<file path="src/rtl/key_dac_ctrl.sv">
// key_dac_ctrl: converts debounced up/down/channel keys into AD5676 write
// requests. One 16-bit code is kept per channel. A press steps the selected
// channel's code, and auto-repeat runs while the key stays held. Each code
// change is handed to the SPI driver over a wr_req/wr_ack handshake.
// Optional build macro: KEY_ACCEL_EN. When defined, the step grows to
// STEP<<4 after eight auto-repeat steps.
module key_dac_ctrl #(
    parameter logic [15:0] STEP       = 16'd256,
    parameter logic [25:0] HOLD_CYC   = 26'd25_000_000,
    parameter logic [25:0] REPEAT_CYC = 26'd5_000_000,
    parameter logic [15:0] INIT_CODE  = 16'h8000
) (
    input  logic        sys_clk,
    input  logic        sys_rst,
    input  logic        key_up,
    input  logic        key_down,
    input  logic        key_ch,
    input  logic        wr_ack,
    output logic        wr_req,
    output logic [2:0]  dac_ch,
    output logic [15:0] dac_code,
    output logic [2:0]  sel_ch
);

    typedef enum logic [1:0] {
        IDLE   = 2'd0,
        HOLD   = 2'd1,
        REPEAT = 2'd2,
        WRITE  = 2'd3
    } state_t;

    state_t      state;
    logic [25:0] timer;
    logic [15:0] code [0:7];
    logic        prev_up, prev_down, prev_ch;
    logic        dir_up;       // latched direction of the current press
    logic        first_step;   // the last step was the press itself, not a repeat

    logic        up_press, down_press, ch_press;
    logic        start, released, at_thresh;
    logic [2:0]  target_ch;
    logic        step_up;
    logic [15:0] step_sz;
    logic [15:0] cur_code, nxt_code;
    logic [16:0] sum, diff;
    logic        changed;

`ifdef KEY_ACCEL_EN
    logic [3:0]  rpt_cnt;
    logic [20:0] big_step;
`endif

    // Falling-edge press detection, plus release/threshold decode for HOLD/REPEAT
    always_comb begin
        up_press   = prev_up   & ~key_up;
        down_press = prev_down & ~key_down;
        ch_press   = prev_ch   & ~key_ch;
        // a step starts only when exactly one of up/down is held
        start      = (up_press & key_down) | (down_press & key_up);
        // a press ends when its key is released or both direction keys go low
        released   = (dir_up ? key_up : key_down) | (~key_up & ~key_down);
        if (state == HOLD)
            at_thresh = (timer == (HOLD_CYC - 26'd1));
        else
            at_thresh = (timer == (REPEAT_CYC - 26'd1));
    end

    // Select the channel and direction that a step applies to in this cycle
    always_comb begin
        target_ch = sel_ch;
        step_up   = dir_up;
        if (state == IDLE) begin
            // a channel press in the same cycle moves the step to the new channel
            if (ch_press)
                target_ch = sel_ch + 3'd1;
            step_up = up_press;
        end
    end

`ifdef KEY_ACCEL_EN
    // Step size; switches to the large step after eight repeat steps
    always_comb begin
        big_step = {5'd0, STEP} << 4;
        if (rpt_cnt == 4'd8)
            step_sz = (big_step > 21'h00FFFF) ? 16'hFFFF : big_step[15:0];
        else
            step_sz = STEP;
    end
`else
    // Step size is fixed
    always_comb begin
        step_sz = STEP;
    end
`endif

    // Saturating step arithmetic on a 17-bit intermediate
    always_comb begin
        cur_code = code[target_ch];
        sum      = {1'b0, cur_code} + {1'b0, step_sz};
        diff     = {1'b0, cur_code} - {1'b0, step_sz};
        if (step_up)
            nxt_code = sum[16] ? 16'hFFFF : sum[15:0];
        else
            nxt_code = diff[16] ? 16'h0000 : diff[15:0];
        // a saturated result equal to the old code does not trigger a write
        changed = (nxt_code != cur_code);
    end

    // Main control FSM: key history, code storage, timer and write handshake
    always_ff @(posedge sys_clk) begin
        if (sys_rst) begin
            state      <= IDLE;
            timer      <= '0;
            for (int i = 0; i < 8; i++)
                code[i] <= INIT_CODE;
            sel_ch     <= '0;
            wr_req     <= 1'b0;
            dac_ch     <= '0;
            dac_code   <= INIT_CODE;
            // history resets to released so no edge is seen on the first cycle
            prev_up    <= 1'b1;
            prev_down  <= 1'b1;
            prev_ch    <= 1'b1;
            dir_up     <= 1'b0;
            first_step <= 1'b0;
`ifdef KEY_ACCEL_EN
            rpt_cnt    <= '0;
`endif
        end else begin
            prev_up   <= key_up;
            prev_down <= key_down;
            prev_ch   <= key_ch;

            case (state)
                IDLE: begin
`ifdef KEY_ACCEL_EN
                    rpt_cnt <= '0;
`endif
                    if (ch_press)
                        sel_ch <= target_ch;
                    if (start) begin
                        dir_up     <= up_press;
                        first_step <= 1'b1;
                        timer      <= '0;
                        if (changed) begin
                            code[target_ch] <= nxt_code;
                            dac_ch          <= target_ch;
                            dac_code        <= nxt_code;
                            wr_req          <= 1'b1;
                            state           <= WRITE;
                        end
                    end
                end

                // keys are ignored and the timer is frozen until the driver accepts
                WRITE: begin
                    if (wr_ack) begin
                        wr_req <= 1'b0;
                        state  <= first_step ? HOLD : REPEAT;
                    end
                end

                HOLD, REPEAT: begin
                    if (released) begin
                        state <= IDLE;
                        timer <= '0;
                    end else if (at_thresh) begin
                        timer      <= '0;
                        first_step <= 1'b0;
`ifdef KEY_ACCEL_EN
                        if (state == REPEAT && rpt_cnt != 4'd8)
                            rpt_cnt <= rpt_cnt + 4'd1;
`endif
                        // with no change the state is kept and the timer restarts
                        if (changed) begin
                            code[target_ch] <= nxt_code;
                            dac_ch          <= target_ch;
                            dac_code        <= nxt_code;
                            wr_req          <= 1'b1;
                            state           <= WRITE;
                        end
                    end else begin
                        timer <= timer + 26'd1;
                    end
                end

                default: state <= IDLE;
            endcase
        end
    end

endmodule
</file>
<file path="config.mk">
export PLATFORM = sky130hd
export DESIGN_NAME = key_dac_ctrl
export DESIGN_NICKNAME = d
export VERILOG_FILES = /design/src/rtl/key_dac_ctrl.sv
export SDC_FILE = /design/constraint.sdc
export NUM_CORES = 1
export LEC_CHECK = 0
export ABC_AREA = 1
export CORE_ASPECT_RATIO = 0.7
export CORE_MARGIN = 8
export CORE_UTILIZATION = 30
export CTS_CLUSTER_SIZE = 12
export DETAILED_ROUTE_END_ITERATION = 12
export GPL_TIMING_DRIVEN = 0
export PLACE_DENSITY_LB_ADDON = 0.2
export SETUP_SLACK_MARGIN = 0.5
export SYNTH_ARGS = -nofsm -noshare
export SYNTH_HDL_FRONTEND = slang
export SYNTH_SLANG_ARGS = --single-unit
</file>
<file path="constraint.sdc">
create_clock -name sys_clk -period 7.3 [get_ports sys_clk]
set_input_delay 2.19 -clock sys_clk [delete_from_list [all_inputs] [get_ports sys_clk]]
set_output_delay 2.19 -clock sys_clk [all_outputs]
set_load 0.01 [all_outputs]
</file>
### Yosys cells after proc, flatten, opt, wreduce, memory -nomap -nowiden

Memory sizes are Yosys's and may differ from the RTL's.
Cells that the tools add are included.

| word-level totals | value |
|---|---|
| latch bits | 0 |
| word-level logic and storage cells | 104 |
| ROM bits | 0 |
| memories | 1 |
| input port bits | 6 |
| RAM bits | 128 |
| register bits | 56 |

| cells by class | value |
|---|---|
| multiplexer cells | 55 |
| bitwise logic cells | 12 |
| multiply operators | 0 |
| divide/modulo/power cells | 0 |
| eq/ne operators | 11 |
| shift-type cells | 0 |
| reduce and logical (&&, ||, !) cells | 10 |
| magnitude comparators | 0 |
| add/subtract/negate cells | 4 |

Memory list:

| name | words | bits a word | rd ports | clocked after memory_dff | wr ports | RTL line | text |
|---|---|---|---|---|---|---|---|
| code | 8 | 16 | 1 | 0 | 8 | 34 | `logic [15:0] code [0:7];` |

Operators with widths:

| cell | number |
|---|---|
| $mux W16 | 9 |
| $mux W26 | 3 |
| $pmux W26 S2 | 1 |
| $pmux W16 S2 | 1 |
| $add A26 B1 Y26 const B | 1 |
| $eq A26 B23 Y1 const B | 1 |
| $eq A26 B25 Y1 const B | 1 |
| $mux W1 | 24 |
| $mux W3 | 7 |
| $add A16 B9 Y17 const B | 1 |
| $sub A16 B9 Y17 const B | 1 |
| $ne A16 B16 Y1 | 1 |
| $reduce_or A16 Y1 | 1 |
| $mux W2 | 6 |
| $ne A2 B2 Y1 const B | 4 |
| $reduce_and A4 Y1 | 2 |
| $and A1 B1 Y1 | 6 |
| $pmux W2 S3 | 1 |
| $pmux W3 S2 | 1 |
| $reduce_and A2 Y1 | 3 |
| $eq A2 B2 Y1 const B | 2 |
| $add A3 B1 Y3 const B | 1 |
| $ne A3 B3 Y1 const B | 1 |
| $not A1 Y1 | 3 |
| other kinds (8) | 10 |

### Longest topological paths before layout

Gate-level depths: netlist (run 1).
An unclocked memory read counts as a cell.

| depth | value |
|---|---|
| depth after elaboration | 18 |
| mapped depth | 31 |
| depth with buffers taken out | 29 |

### Worst setup path before layout (run 1)

Ideal clock, no wire load.

| timing path | value |
|---|---|
| path type | input to register |
| start point | input port key_ch |
| end point | memory code[0][0] (enable) |
| arrival | 5.234 ns |
| setup time | 0.372 ns |
| slack | 1.695 ns |
| cell stages on the path | 26 |
| cells stage by stage | inv_2 nand3_4 nand2_4 nand2_4 buf_6 o21ai_1 nand2_1 nand3_1 nand2_2 inv_1 ha_1 nand3_1 nor2_2 nand3_2 buf_6 nand2_1 nand2_1 o21ai_4 nand2_1 nand3_2 nor2_4 nand2_8 buf_6 nand4_4 buf_6 nand2_1 |

RTL lines:

| element | RTL line | text |
|---|---|---|
| start, declared | 17 | `input logic key_ch,` |
| end, declared | 34 |  |

==> reports/results.ini, run 1 <==
[clock_tree]
clk_pin_slew_ps=70
clkSinkCount=184
htreeDepth=4
cts_setup_buffers=0
cts_tree=built
numCtsBuffers=17
clk_latency_ps=450
postCtsHoldBufs=0
cts.path.max_buffers=2
clockRootBuffer=clkbuf_16

[power]
fin_total_pwr_uw=4478
cellPowerDensity_nw_per_um2=398.6
ir_drop_uv=192.9
p_int_uw=2361
combPwrFrac_pct=50.1
p_leak_uw=0.004773
p_sw_share_pct=47.27
clkPwrFrac_pct=21.2
switchingPower_uw=2117
p_seq_share_pct=28.8

[floorplan]
die-area_um2=38480
core_area_um2=32070
die_h_um=166.5
pin_count=29
initial_core_util_pct=30.28
num_rows=55
die_w_um=231.1

[timing]
fin_worst_hold_slack_ps=468.2
rsz0062_at_grt=yes
slew_violations=0
layout_min_cycle_time_ps=6426
max_freq_mhz=155.6
finalSetupViolCount=0
finClkSkew_ps=14.66
tightest_slew_ps=1329
timing.final.crit_share_pct=88.03
maxSlewHeadroom_pct=11.39
finalHoldViolCount=0
worst_slack_ps=873.8

[synthesis]
yosysWarningCount=0
synth_nets=1202
synth_largest_area_cell=edfxtp_1
syn-cell-area_um2=9712
syn_area_per_cell_um2=8.168
ys_seq_area_share_pct=51.12
synth_cell_types=43
synth_edf_count=128
syn_inst=1189
synth-async-reset-ratio_pct=0
synth_top_cell_area_share_pct=39.58
synth.top_cells.by_area=edfxtp_1 (40%), nand2_1 (13%), dfxtp_1 (12%)
synthFlopType=edfxtp_1
ys_ff_latch=184

[min_path]
min_path_type=reg -> reg

[finish]
syn_to_final_growth_pct=15.69
diodes=0
num-nets-final=1251
final_area_um2=11240
final_util_pct=35.04
drive_gt1_share_pct=10.96

[drt]
ant_nets=0
num_vias=7923
drc=0
drt_iter0_drc=716
wl_mm=29.82
first_pass_iters=5
viasPerCell=4.725
wl_per_cell_um=17.78

[critical_path]
critPathTopFamily=simple AND/OR/NAND/NOR gates
cp-start-kind=primary input
path_common_cell=nand2_1
required_ps=7380
cp_slowest_stage_delay_ps=450
endpoint_kind=flop
cpMaxStageDelayCell=clkdlybuf4s50_1
worstSetupPathType=in -> reg
worst-path-buf-inv=6
cp_data_arrival_time_ps=6510
crit_fanout=16

[grt]
grt_max_degree=17
grt_antenna_before_repair=0
overflow=0
grt_pass1_vias=7399
grt_pass1_wl_mm=45.45
grtUsageTotal_pct=15.51

[place]
pre_cts_ws_ps=-236.6
dpl.hpwl_mm=21.37
portBuffers=28
post_dp_cell_area_um2=10530
gp_congestion=0.8748

[run_status]
status=finished clean

[job]
cap_violations=0

## cells by family (layout without fill, tap and decap cells)
logic type / Yosys count / after routing / synth area share (%)
compound gates: 99 / 99 / 5.810
xor+xnor: 12 / 12 / 1.082
fa+ha+maj: 7 / 7 / 0.9018
buf+inv: 182 / 243 / 8.438
flops: 184 / 184 / 51.12
simple gates: 705 / 705 / 32.65
## cell usage in the layout, fill, tap and decap left out, types with 3 or more instances in the layout
cell / count
a211oi_1: 8
a21oi_1: 46
buf_2: 8
buf_4: 7
buf_6: 16
clkbuf_1: 7
clkbuf_16: 20
clkdlybuf4s50_1: 28
clkinv_1: 3
dfxtp_1: 56
edfxtp_1: 128
ha_1: 7
inv_1: 134
inv_2: 7
inv_6: 5
nand2_1: 326
nand2_2: 12
nand2_4: 12
nand3_1: 68
nand3_2: 5
nand3b_1: 3
nand4_1: 16
nand4_2: 5
nand4_4: 4
nor2_1: 196
nor2_2: 16
nor2_4: 8
nor3_1: 23
nor4_1: 5
o21a_1: 3
o21ai_0: 25
o21ai_1: 8
xnor2_1: 4
xor2_1: 8
## worst paths after layout
check	from	end	slack, ps	cells past startpoint
max	key_ch	code[7][7]$_SDFFCE_PN0P_	870	27
min	dac_code[15]$_SDFFE_PP1P_	dac_code[15]$_SDFFE_PP1P_	470	2
max reg2reg	state[1]$_SDFFE_PP0P_	code[7][7]$_SDFFCE_PN0P_	2290	28
min reg2reg	dac_code[15]$_SDFFE_PP1P_	dac_code[15]$_SDFFE_PP1P_	470	2
## metal layers
| metal | up-vias | part of all wire (%) | GRT usage (%) |
|---|---|---|---|
| met2 | 220 | 40 | 21.20 |
| met4 | 0 | 1.0 | 3.326 |
| li1 | 3950 | - | - |
| met3 | 23 | 7.0 | 3.701 |
| met1 | 3730 | 52 | 24.02 |
| met5 | - | 0 | 0 |
## power by group through the flow
stage,clock (µW),sequential [µW],combinational (µW)
2_1_floorplan,0,1320,1400
3_3_place_gp,0,1310,2180
3_5_place_dp,0,1310,2200
4_1_cts,964,1290,2210
5_1_grt,1000,1300,2460
6_report,948,1290,2240
## cell usage after synthesis (2+ instances only)
cell      instances
nand2_2          13
a221oi_1          2
nand4_4           4
nand4_1          16
a21oi_1          46
xnor2_1           4
buf_2            13
dfxtp_1          56
inv_1           134
ha_1              7
nor2_4            8
nor2_1          196
o22ai_1           2
nor4_1            5
nand3_1          68
xor2_1            8
nand2_4           4
clkinv_1          3
inv_2             7
o21ai_0          27
nand4_2           5
o21ai_1           6
nor2_2           16
o21a_1            3
clkbuf_1          7
nand3b_1          3
edfxtp_1        128
nand2_1         334
nand3_2           5
o21ai_4           2
buf_6            13
a22o_1            2
a211oi_1          8
buf_4             3
nor3_1           23
## timing repair
| action | in CTS | in global routing |
|---|---|---|
| endpoints found under the setup margin | 112 | 128 |
| cloned | 0 | 0 |
| resized for setup | 7 | 23 |
## stage by stage
step	std cells	TNS, ps
finish	1677	0
global route	1677	0
CTS	1676	0
detailed placement	1645	-15020
global placement	1644	-11120
floorplan	1189	0
## tightest hold or removal path: stages, from the launching register on
cell and delay (ps):
dfxtp_1 330, nand2_1 50, nand3_1 50
## layout make-up
| cell class | count | area, µm² |
|---|---|---|
| fillers | 3418 | 20830 |
| flip-flops and latches | 184 | 4965 |
| multi-input cells | 823 | 4001 |
| inverters | 144 | 540.5 |
| well taps | 427 | 534.3 |
| clock buffers | 22 | 528.0 |
| repair buffers | 30 | 299.0 |
| plain buffers | 38 | 299.0 |
| clock inverters | 9 | 68.82 |
## registers in the layout, summed over array words and instances (netlist names), 2 cells and up
signal	cells
code	128
dac_ch	3
timer	26
sel_ch	3
dac_code	16
state	2
(Power assumes the default switching activity.)
==> run 2, diff against run 1 <==
clock period = 6.4 ns   (was 7.3 ns; I/O delays follow)
==> run 2 against run 1 <==
Critical path depth is 4 lower; clock power up 14%; cell count up 2.7%; combinational power rose by 22%; worst setup slack gained 64 ps; via count increased by 2.6%; global-route usage grew 0.32 points; flip-flop and latch count unchanged; clock skew decreased by 1.2 ps; register-to-register slack lost 500 ps; sequential power rose by 14%; largest cell class unchanged; largest power group unchanged.
==> reports/results.ini, run 2 (same netlist as run 1, synthesis figures left out) <==
[run_status]
status=finished clean

[timing]
slew_violations=0  ; unchanged
finalHoldViolCount=0  ; unchanged
maxSlewHeadroom_pct=20.63  ; +9.2 points
layout_min_cycle_time_ps=5462
max_freq_mhz=183.1
rsz0062_at_grt=no
finClkSkew_ps=13.42  ; -1.242 ps
tightest_slew_ps=1191  ; -138.5 ps
worst_slack_ps=937.6  ; +63.78 ps
finalSetupViolCount=0  ; unchanged
timing.final.crit_share_pct=85.35
tns_ps=0  ; unchanged

[critical_path]
crit_fanout=16  ; unchanged
worst-path-buf-inv=7  ; +1
crit_path_cell_trace=dlymetal6s2s_1 -> inv_2 -> nand3_4 -> nand2_8 -> nand2_4 -> buf_4 -> buf_4 -> buf_2 -> nand2_1 -> a21oi_1 -> o21ai_0 -> nand2_1 -> inv_1 -> nand3_1 -> nand3_1 -> nand2_1 -> nor2_1 -> nand2_1 -> nor2_4 -> nand2_8 -> nand4_2 -> buf_6 -> nand2_8
cp_data_arrival_time_ps=5600  ; -910 ps
cpMaxStageDelayCell=o21ai_0
cp_slowest_stage_delay_ps=550  ; +100 ps
cp-start-kind=primary input
path_common_cell=nand2_1
critPathTopFamily=simple AND/OR/NAND/NOR gates
worstSetupPathType=in -> reg
required_ps=6540  ; -840 ps
endpoint_kind=flop

[finish]
diodes=0  ; unchanged
layout_commonest_cell=nand2_1
num-nets-final=1296  ; +3.6%
largest_reg_flops=128  ; unchanged
largest_register=code
final_cell_mix=nand2_1 (324), nor2_1 (196), inv_1 (134)
syn_to_final_growth_pct=21.09
fin_cells=1722  ; +2.7%
drive_gt1_share_pct=14.59  ; +3.6 points
largestRegisters=code x128, timer x26, dac_code x16
final_area_um2=11760  ; +4.7%

[place]
portBuffers=28  ; unchanged
dp_cells=1645  ; unchanged
pre_cts_ws_ps=-866.6  ; -630.0 ps
post_dp_cell_area_um2=10530  ; unchanged
gp_congestion=0.8748  ; unchanged
dpl.hpwl_mm=21.37  ; unchanged

[grt]
grt_pass1_vias=7522  ; +1.7%
grt_pass1_wl_mm=46.40  ; +2.1%
grt_max_degree=17  ; unchanged
grt_antenna_before_repair=0  ; unchanged
overflow=0  ; unchanged
grtUsageTotal_pct=15.83  ; +0.32 points

[power]
p_leak_uw=0.005051  ; +5.8%
cellPowerDensity_nw_per_um2=449.8  ; +13%
ir_drop_uv=213.7  ; +11%

[clock_tree]
numCtsBuffers=17  ; unchanged
clk_latency_ps=450  ; about the same
clk_pin_slew_ps=70  ; about the same
clockRootBuffer=clkbuf_16
clkSinkCount=184  ; unchanged
cts.path.max_buffers=2  ; unchanged
cts_tree=built
htreeDepth=4  ; unchanged

[drt]
ant_nets=0  ; unchanged
wl_mm=30.66  ; +2.8%
first_pass_iters=5  ; unchanged
num_vias=8129  ; +2.6%
drc=0  ; unchanged
drt_iter0_drc=676  ; -5.6%
wl_per_cell_um=17.81  ; +0.15%
viasPerCell=4.721  ; about the same

[floorplan]
pin_count=29  ; unchanged
initial_core_util_pct=30.28  ; unchanged
core_area_um2=32070  ; unchanged
num_rows=55  ; unchanged
die-area_um2=38480  ; unchanged
die_h_um=166.5  ; unchanged
die_w_um=231.1  ; unchanged

[job]
cap_violations=0  ; unchanged

[min_path]
min_path_type=reg -> reg

-- run 2: repair_timing --
| item | in CTS | in global routing |
|---|---|---|
| endpoints found under the setup margin | 168 | 191 |
| resized for setup | 35 | 19 |
| gates cloned | 3 | 0 |
| buffers inserted | 21 | 21 |
| pin swaps | 5 | 6 |
| hold buffers | 0 | 0 |
-- run 2: worst reg2reg max path, stage by stage, from the launching register on --
cell and delay (ps):
dfxtp_1 330, inv_1 130, ha_1 160, buf_2 250
nand3_4 180, nand2_8 120, nand2_4 70, buf_4 160
buf_4 180, buf_2 240, nand2_1 100, a21oi_1 60
o21ai_0 550, nand2_1 200, inv_1 130, nand3_1 100
nand3_1 100, nand2_1 70, nor2_1 90, nand2_1 100
nor2_4 200, nand2_8 120, nand4_2 260, buf_6 250
nand2_8 160
-- run 2: power breakdown --
group / internal [µW] / switching (µW)
clock network: 592 / 491
registers: 1410 / 60.9
logic: 817 / 1920
total: 2820 / 2470
-- run 2: worst paths after layout --
check	startpoint	endpoint	slack (ps)	cells after the start
hold / removal	dac_code[15]$_SDFFE_PP1P_	dac_code[15]$_SDFFE_PP1P_	470	2
hold reg to reg	dac_code[15]$_SDFFE_PP1P_	dac_code[15]$_SDFFE_PP1P_	470	2
setup reg to reg	state[1]$_SDFFE_PP0P_	code[6][3]$_SDFFCE_PN0P_	1790	24
setup / recovery	key_ch	code[6][3]$_SDFFCE_PN0P_	940	23
-- run 2: layer usage --
layer,track usage (%),vias up,part of all wire [%]
li1,-,4045,-
met1,24.20,3845,51
met2,21.84,220,40
met3,4.057,19,7.5
met4,3.326,0,0.93
met5,0,-,0
-- run 2: area by class of cell --
type | instances | area, µm²
Buffer | 38 | 352.8
Clock buffer | 22 | 528.0
Clock inverter | 9 | 68.82
Fill cell | 3384 | 20310
Inverter | 144 | 545.5
Multi-Input combinational cell | 826 | 4085
Sequential cell | 184 | 4965
Tap cell | 427 | 534.3
Timing Repair Buffer | 72 | 680.7
-- run 2: per-stage QoR --
stage               hold slack [ps]  util (%)  power (µW)
floorplan                     455.7         -        3106
global placement              455.8     32.82        3984
detailed placement            451.5     32.85        4003
CTS                           473.0     35.88        5193
global route                  505.7     36.67        5617
finish                        469.1     36.67        5290
==> run 3, diff against run 2 <==
ABC_CLOCK_PERIOD_IN_PS = 6400   (was unset)
CORE_ASPECT_RATIO = unset   (was 0.7)
==> run 3 against run 2 <==
Die area down 0.24%; via count down 1.3%; clock skew up 8.9 ps; clock power about the same.
==> reports/results.ini, run 3 (same netlist as run 1, synthesis figures left out) <==
[finish]
drive_gt1_share_pct=13.48  ; -1.1 points
num-nets-final=1283  ; -1.0%
final_cell_mix=nand2_1 (325), nor2_1 (196), inv_1 (134)
largest_register=code
largest_reg_flops=128  ; unchanged
largestRegisters=code x128, timer x26, dac_code x16
layout_commonest_cell=nand2_1
diodes=0  ; unchanged
final_area_um2=11630  ; -1.1%
syn_to_final_growth_pct=19.76

[timing]
layout_min_cycle_time_ps=5413  ; -49.78 ps
tns_ps=0  ; unchanged
max_freq_mhz=184.8  ; +0.92%
tightest_slew_ps=992.5  ; -198.1 ps
worst_slack_ps=987.4  ; +49.78 ps
finalHoldViolCount=0  ; unchanged
timing.final.crit_share_pct=84.57  ; -0.78 points
finClkSkew_ps=22.30  ; +8.878 ps
rsz0062_at_grt=no
finalSetupViolCount=0  ; unchanged
maxSlewHeadroom_pct=33.83  ; +13 points
slew_violations=0  ; unchanged

[clock_tree]
clockRootBuffer=clkbuf_16
clkSinkCount=184  ; unchanged
htreeDepth=4  ; unchanged
cts.path.max_buffers=2  ; unchanged
postCtsHoldBufs=0  ; unchanged
cts_tree=built
numCtsBuffers=17  ; unchanged
clk_latency_ps=450  ; about the same
clk_pin_slew_ps=80  ; about the same

[critical_path]
cp_data_arrival_time_ps=5580  ; -20 ps
worstSetupPathType=in -> reg
required_ps=6570  ; +30 ps
cp_slowest_stage_delay_ps=220  ; -330 ps
path_common_cell=nand2_1
cp-start-kind=primary input
crit_fanout=10  ; -6
cpMaxStageDelayCell=nor2_4
endpoint_kind=flop
reg2reg_depth=31  ; +29%

[min_path]
min_path_type=reg -> reg
hold_depth=2  ; unchanged

[job]
cap_violations=0  ; unchanged

[grt]
grt_pass1_vias=7461  ; -0.81%
overflow=0  ; unchanged
grtUsageTotal_pct=14.67  ; -1.2 points
grt_pass1_wl_mm=43.33  ; -6.6%
grt_max_degree=20  ; +3
grt_antenna_before_repair=1  ; +1

[floorplan]
initial_core_util_pct=30.16  ; -0.13 points
pin_count=29  ; unchanged
die-area_um2=38390  ; -0.24%
die_h_um=195.9  ; +18%
core_area_um2=32210  ; +0.43%
die_w_um=195.9  ; -15%
num_rows=66  ; +20%

[power]
ir_drop_uv=227.3  ; +6.4%
fin_total_pwr_uw=5146  ; -2.7%
clkPwrFrac_pct=20.6  ; about the same
p_int_uw=2743  ; -2.7%
combPwrFrac_pct=50.9  ; -0.8 points
p_seq_share_pct=28.4  ; +0.6 points
p_sw_share_pct=46.70  ; about the same
p_leak_uw=0.004932  ; -2.4%
switchingPower_uw=2403  ; -2.8%
cellPowerDensity_nw_per_um2=442.4  ; -1.6%

[run_status]
status=finished clean

[drt]
viasPerCell=4.743  ; +0.47%
wl_per_cell_um=16.74  ; -6.0%
num_vias=8020  ; -1.3%
drc=0  ; unchanged
wl_mm=28.31  ; -7.7%
first_pass_iters=5  ; unchanged
drt_iter0_drc=662  ; -2.1%
ant_nets=0  ; unchanged

[place]
portBuffers=28  ; unchanged
pre_cts_ws_ps=-764.4  ; +102.2 ps
post_dp_cell_area_um2=10510  ; -0.23%
dpl.hpwl_mm=19.65  ; -8.1%
gp_congestion=0.8324  ; -4.8%

-- run 3: cell count changes in the layout (fill, tap and decap cells not counted), moves of 3 or more --
cell     change
buf_6        -3
nand2_8      +4
nand2_2      -4
inv_8        +8
inv_6        -5
buf_12       -4
buf_4        -6
-- run 3: cell type report --
type / instances / area [µm²]
clock inverter: 15 / 153.9
clock buffer: 17 / 425.4
fill: 3418 / 20570
buffer: 38 / 332.8
sequential: 184 / 4965
tap: 408 / 510.5
timing repair buffer: 60 / 573.1
inverter: 144 / 543.0
multi-input combinational: 825 / 4128
-- run 3: worst max-delay path, delay by kind of cell --
kind                     cells  cell delay, ps
buffers and inverters        8            1200
AND/OR/NAND/NOR             21            2210
adder cells (fa/ha/maj)      1             200
-- run 3: power by group through the flow --
stage / Combinational, µW / Sequential [µW] / Clock [µW]
2_1_floorplan: 1600 / 1500 / 0
3_3_place_gp: 2430 / 1490 / 0
3_5_place_dp: 2440 / 1490 / 0
4_1_cts: 2550 / 1460 / 1080
5_1_grt: 2900 / 1480 / 1110
6_report: 2620 / 1460 / 1060
-- run 3: metal layers --
layer / vias up / share of wire [%] / global-route usage [%]
met5: - / 0 / 0
met4: 0 / 2.6 / 5.896
met3: 36 / 5.2 / 2.022
met2: 208 / 47 / 24.12
met1: 3755 / 45 / 19.25
li1: 4021 / - / -
-- run 3: stage by stage --
step	cells	util, %	hold slack (ps)
finish	1691	36.12	466.4
global route	1691	36.12	513.9
CTS	1666	35.10	477.3
detailed placement	1626	32.63	452.0
global placement	1625	32.61	448.4
floorplan	1189	-	455.7
-- run 3: worst paths after layout --
check                              end  slack, ps                       from
min reg2reg  dac_code[15]$_SDFFE_PP1P_        470  dac_code[15]$_SDFFE_PP1P_
min          dac_code[15]$_SDFFE_PP1P_        470  dac_code[15]$_SDFFE_PP1P_
max           code[3][1]$_SDFFCE_PN0P_        990                     key_ch
max reg2reg   code[3][1]$_SDFFCE_PN0P_       1910      state[1]$_SDFFE_PP0P_
-- run 3: what timing repair did --
item,4_1_cts,5_1_grt
gates resized for setup,34,16
buffers inserted,8,19
pin swaps,3,3
setup endpoints to repair,173,169
endpoints found under the hold margin,0,0
cloned,0,3
